### src/rtl/cache_stat_counter.sv
// Cache access statistics: nine saturating event counters fed by a per-cycle
// access report, with a RUN -> DRAIN -> DONE sequencer that freezes results.
module cache_stat_counter #(
  parameter int CNT_W = 32
) (
  input  logic             clk,
  input  logic             rst_n,
  input  logic             clear,
  input  logic             acc_valid,
  input  logic             acc_icache,
  input  logic             acc_write,
  input  logic             acc_hit,
  input  logic             trace_end,
  output logic [CNT_W-1:0] DC_Reads,
  output logic [CNT_W-1:0] DC_Read_Hit,
  output logic [CNT_W-1:0] DC_Read_Miss,
  output logic [CNT_W-1:0] DC_Writes,
  output logic [CNT_W-1:0] DC_Write_Hit,
  output logic [CNT_W-1:0] DC_Write_Miss,
  output logic [CNT_W-1:0] IC_Reads,
  output logic [CNT_W-1:0] IC_Read_Hit,
  output logic [CNT_W-1:0] IC_Read_Miss,
  output logic             done,
  output logic             err_ic_write
);

  localparam logic [1:0] S_RUN   = 2'd0;
  localparam logic [1:0] S_DRAIN = 2'd1;
  localparam logic [1:0] S_DONE  = 2'd2;

  localparam logic [CNT_W-1:0] CNT_MAX = '1;
  localparam logic [CNT_W-1:0] CNT_ONE = {{(CNT_W-1){1'b0}}, 1'b1};

  logic [1:0]       state;
  logic [8:0]       inc;
  logic [CNT_W-1:0] cnt [9];
  logic             run_acc;

  assign run_acc = (state == S_RUN) && acc_valid;

  // Counter order: DC rd/hit/miss, DC wr/hit/miss, IC rd/hit/miss.
  always_comb begin
    inc = '0;
    if (run_acc) begin
      if (!acc_icache && !acc_write) begin
        inc[0] = 1'b1;
        inc[acc_hit ? 1 : 2] = 1'b1;
      end else if (!acc_icache && acc_write) begin
        inc[3] = 1'b1;
        inc[acc_hit ? 4 : 5] = 1'b1;
      end else if (acc_icache && !acc_write) begin
        inc[6] = 1'b1;
        inc[acc_hit ? 7 : 8] = 1'b1;
      end
    end
  end

  // Each counter saturates independently so a stuck total never blocks its hit/miss partner.
  always_ff @(posedge clk or negedge rst_n) begin
    if (!rst_n) begin
      for (int i = 0; i < 9; i++) cnt[i] <= '0;
    end else if (clear) begin
      for (int i = 0; i < 9; i++) cnt[i] <= '0;
    end else begin
      for (int i = 0; i < 9; i++)
        if (inc[i] && (cnt[i] != CNT_MAX)) cnt[i] <= cnt[i] + CNT_ONE;
    end
  end

  always_ff @(posedge clk or negedge rst_n) begin
    if (!rst_n)
      err_ic_write <= 1'b0;
    else if (clear)
      err_ic_write <= 1'b0;
    else if (run_acc && acc_icache && acc_write)
      err_ic_write <= 1'b1;
  end

  always_ff @(posedge clk or negedge rst_n) begin
    if (!rst_n) begin
      state <= S_RUN;
    end else if (clear) begin
      state <= S_RUN;
    end else begin
      case (state)
        S_RUN:   if (trace_end) state <= S_DRAIN;
        S_DRAIN: state <= S_DONE;
        S_DONE:  state <= S_DONE;
        default: state <= S_RUN;
      endcase
    end
  end

  assign done = (state == S_DONE);

  assign DC_Reads      = cnt[0];
  assign DC_Read_Hit   = cnt[1];
  assign DC_Read_Miss  = cnt[2];
  assign DC_Writes     = cnt[3];
  assign DC_Write_Hit  = cnt[4];
  assign DC_Write_Miss = cnt[5];
  assign IC_Reads      = cnt[6];
  assign IC_Read_Hit   = cnt[7];
  assign IC_Read_Miss  = cnt[8];

endmodule
### config.mk
export PLATFORM = sky130hd
export DESIGN_NAME = cache_stat_counter
export DESIGN_NICKNAME = d
export VERILOG_FILES = /design/src/rtl/cache_stat_counter.sv
export SDC_FILE = /design/constraint.sdc
export NUM_CORES = 1
export LEC_CHECK = 0
export BUFFER_PORTS_ARGS = -buffer_cell sky130_fd_sc_hd__buf_2
export CORE_ASPECT_RATIO = 0.5
export CORE_MARGIN = 2
export CORE_UTILIZATION = 25
export DETAILED_ROUTE_END_ITERATION = 10
export PLACE_DENSITY = 0.4
export SYNTH_ARGS = -nofsm -noshare
export SYNTH_HDL_FRONTEND = slang
export SYNTH_SLANG_ARGS = --single-unit
### constraint.sdc
create_clock -name clk -period 3.49 [get_ports clk]
set_input_delay 0.1745 -clock clk [delete_from_list [all_inputs] [get_ports clk]]
set_output_delay 0.1745 -clock clk [all_outputs]
set_load 0.01 [all_outputs]
==> results.py <==
metrics = {
    "routing": {
        "ant_nets": 0,
        "firstDrtPassIters": 5,
        "remaining_drc_errors": 0,
        "wire_per_inst_um": 18.80,
        "routed_wl_mm": 56.50,
        "viasPerCell": 5.152,
        "drt_iter0_drc": 945,
        "vias": 15480,
    },
    "synthesis": {
        "synth_xor_area_frac": 0.03281,
        "async_flop_share": 1.000,
        "synth.top_cells.by_count": "dfrtp_1, a21oi_1, nand2_1",
        "ys_top_cells_by_area": "dfrtp_1, a21oi_1, or3_1",
        "yosysSeqAreaShare": 0.4472,
        "ys.warnings.count": 0,
        "synth_most_common_cell": "dfrtp_1",
        "synthAdderAreaFrac": 0.008452,
        "synth_top_family_by_area": "simple AND/OR/NAND/NOR gates",
        "synth_cell_types": 59,
        "synth-simple-area-share": 0.2957,
        "synth-compound-area-share": 0.1641,
        "synth.top_cell.area_share": 0.4472,
        "synth_edf_count": 0,
        "synth_top_area_cell": "dfrtp_1",
        "synth_area_um2": 16280,
        "synth_flop_cell": "dfrtp_1",
        "ys_ff_latch": 291,
        "netlist_instances": 1817,
        "avgSynthCellArea_um2": 8.962,
        "synth_mux_area_frac": 0.02082,
        "synth_fp_nets": 1836,
    },
    "worst_setup_path": {
        "start_kind": "register",
        "cp_max_fo": 9,
        "cp-end-kind": "register",
        "critPathKind": "register to register",
        "worstPathRequired_ns": 3.95,
        "cp.arrival_ns": 3.42,
    },
    "grt": {
        "gr-total-overflow": 0,
        "grt_max_degree": 148,
        "antenna_found_initial": 0,
        "grt_usage": 0.1633,
        "grt_pass1_vias": 14530,
        "grt_pass1_wl_mm": 88.16,
    },
    "timing": {
        "layout_setup_ws_ns": 0.5281,
        "fin_crit_sh": 0.8487,
        "rsz0062_at_grt": "false",
        "fmax_mhz": 337.6,
        "hold_viol_final": 0,
        "tightest_slew_ns": 0.8445,
        "drv_slew": 0,
        "final.setup.tns_ns": 0,
        "clock-skew-final_ns": 0.01920,
        "maxSlewHeadroom": 0.4355,
        "setup_viol": 0,
        "fin_crit_ns": 2.962,
    },
    "clocking": {
        "clk-insertion-delay-late_ns": 0.54,
        "cts_setup_buffers": 0,
        "clkTransAtPathRegs_ns": 0.06,
        "cts_resized": 0,
        "clock_sinks": 291,
        "htreeDepth": 2,
        "clockBufferDepth": 3,
        "clockRootBuffer": "clkbuf_16",
        "numCtsBuffers": 35,
        "cts_tree": "built",
    },
    "run": {
        "cap_violations": 0,
    },
    "cells_and_area": {
        "n_antenna_cell": 0,
        "drive_gt1_frac": 0.2093,
        "seqCellArea_um2": 7282,
        "multi_input_comb_area_um2": 8542,
        "stdcell_count": 3005,
        "n_fill_cell": 6883,
        "area_growth_pct": 23.17,
        "final_nets": 2115,
        "finalInstanceArea_um2": 20060,
    },
    "place": {
        "dp_slack_ns": 0.5403,
        "dp_hpwl_mm": 39.14,
        "dpl_cell_area_um2": 18940,
        "portBuffers": 297,
        "gp_congestion": 0.7758,
        "post-place-cells": 2941,
    },
    "power_and_ir_drop": {
        "power_mw": 7.357,
        "p_leak_nw": 8.250,
        "pwr_density_cell_nw_per_um2": 366.8,
        "vdd_drop_max_uv": 246.0,
    },
    "floorplanning": {
        "io_pins": 298,
        "rows": 66,
        "fp.dieArea_um2": 67320,
        "coreArea_um2": 64660,
        "die_y_um": 184.5,
        "die_w_um": 364.9,
        "initial_core_util": 0.2518,
    },
    "run_status": {
        "status": "finished clean",
    },
    "hold_path": {
        "worstHoldPathType": "primary input to register",
    },
}
## power breakdown
part	internal, mW	leakage, nW	total (mW)	switching, mW
Combinational	0.0670	3.64	0.296	0.229
Clock	2.08	0.546	3.67	1.59
Sequential	3.38	4.06	3.39	0.0115
## metal layers
layer / global-route usage / up-vias / wire [µm]
li1: - / 7514 / -
met1: 0.2170 / 7666 / 25450
met2: 0.2789 / 226 / 28110
met3: 0.02279 / 75 / 1598
met4: 0.04214 / 0 / 1341
met5: 0 / - / 0
## path summary, 6_finish.rpt
check                                         startpoint                      endpoint  slack (ns)  cells past startpoint
worst max register to register      state[0]$_DFFE_PN0P_   IC_Read_Hit[27]$_DFFE_PN0P_        0.53                      7
max in group asynchronous                          rst_n  DC_Write_Hit[12]$_DFFE_PN0P_        2.30                      3
worst max-delay path                state[0]$_DFFE_PN0P_   IC_Read_Hit[27]$_DFFE_PN0P_        0.53                      7
worst min-delay path                           acc_write      err_ic_write$_DFFE_PN0P_        0.04                      3
min in group asynchronous                          rst_n   IC_Read_Hit[14]$_DFFE_PN0P_        0.22                      2
worst min register to register  err_ic_write$_DFFE_PN0P_      err_ic_write$_DFFE_PN0P_        0.50                      2
## through the flow
step | util | hold WS, ns
after floorplan | - | -0.1211
after global placement | 0.2929 | 0.2342
after detailed placement | 0.2929 | 0.2465
after CTS | 0.3102 | 0.02287
after global routing | 0.3102 | 0.07135
final | 0.3102 | 0.04425
## cell type report
| type | instances | area share |
|---|---|---|
| Multi-Input combinational cell | 1396 | 0.4259 |
| Tap cell | 884 | 0.05515 |
| Inverter | 32 | 0.005989 |
| Timing Repair Buffer | 340 | 0.09520 |
| Sequential cell | 291 | 0.3631 |
| Clock inverter | 13 | 0.004804 |
| Clock buffer | 49 | 0.04991 |
## critical path, stage by stage, from the launching register on
cell and delay (ns):
dfrtp_1 0.38, inv_1 0.07, ha_1 0.36, nand4b_4 0.26, or4_1 0.70, a2111o_1 0.52
or4_1 0.43, a21oi_1 0.15
## registers in the layout, summed over array words and instances, names as in the netlist
signal and cells:
IC_Read_Miss 32, DC_Writes 32, err_ic_write 1, DC_Write_Miss 32
state 2, DC_Read_Hit 32, DC_Read_Miss 32, DC_Write_Hit 32
DC_Reads 32, IC_Reads 32, IC_Read_Hit 32
## logic make-up (layout without fill, tap and decap cells)
logic type,Yosys count,in the layout
xor gates and xnor gates,61,61
buffers and inverters,130,434
adders and majority gates,11,11
and+or+nand+nor,852,852
muxes,31,31
AOI/OAI and AO/OA,441,441
DFF,291,291
## timing repair
| action | 4_1_cts | 5_1_grt |
|---|---|---|
| endpoints found under the hold margin | 80 | 0 |
| setup endpoints to repair | 0 | 0 |
| hold buffers | 2 | 0 |
## cells in the final DEF (no fill, tap or decap), drive strengths merged, types with 4 or more instances in the layout
cell     count
o41ai       14
o2111ai      5
nand4       96
nor3        29
a21oi      184
or4         85
nor2       125
nor2b       23
or3        104
a31o         4
inv         31
o21a         6
clkinv      12
nand3      102
and4        35
nand2      129
mux2        23
xnor2       41
o311ai       9
and2        12
a2111oi     13
a211oi       9
nor4b        4
o21ai       99
o211ai       9
ha          11
and3        37
mux2i        8
xor2        20
buf        338
nor4        39
clkbuf      49
o31ai       77
or2         14
dfrtp      291
(Power assumes the default switching activity.)
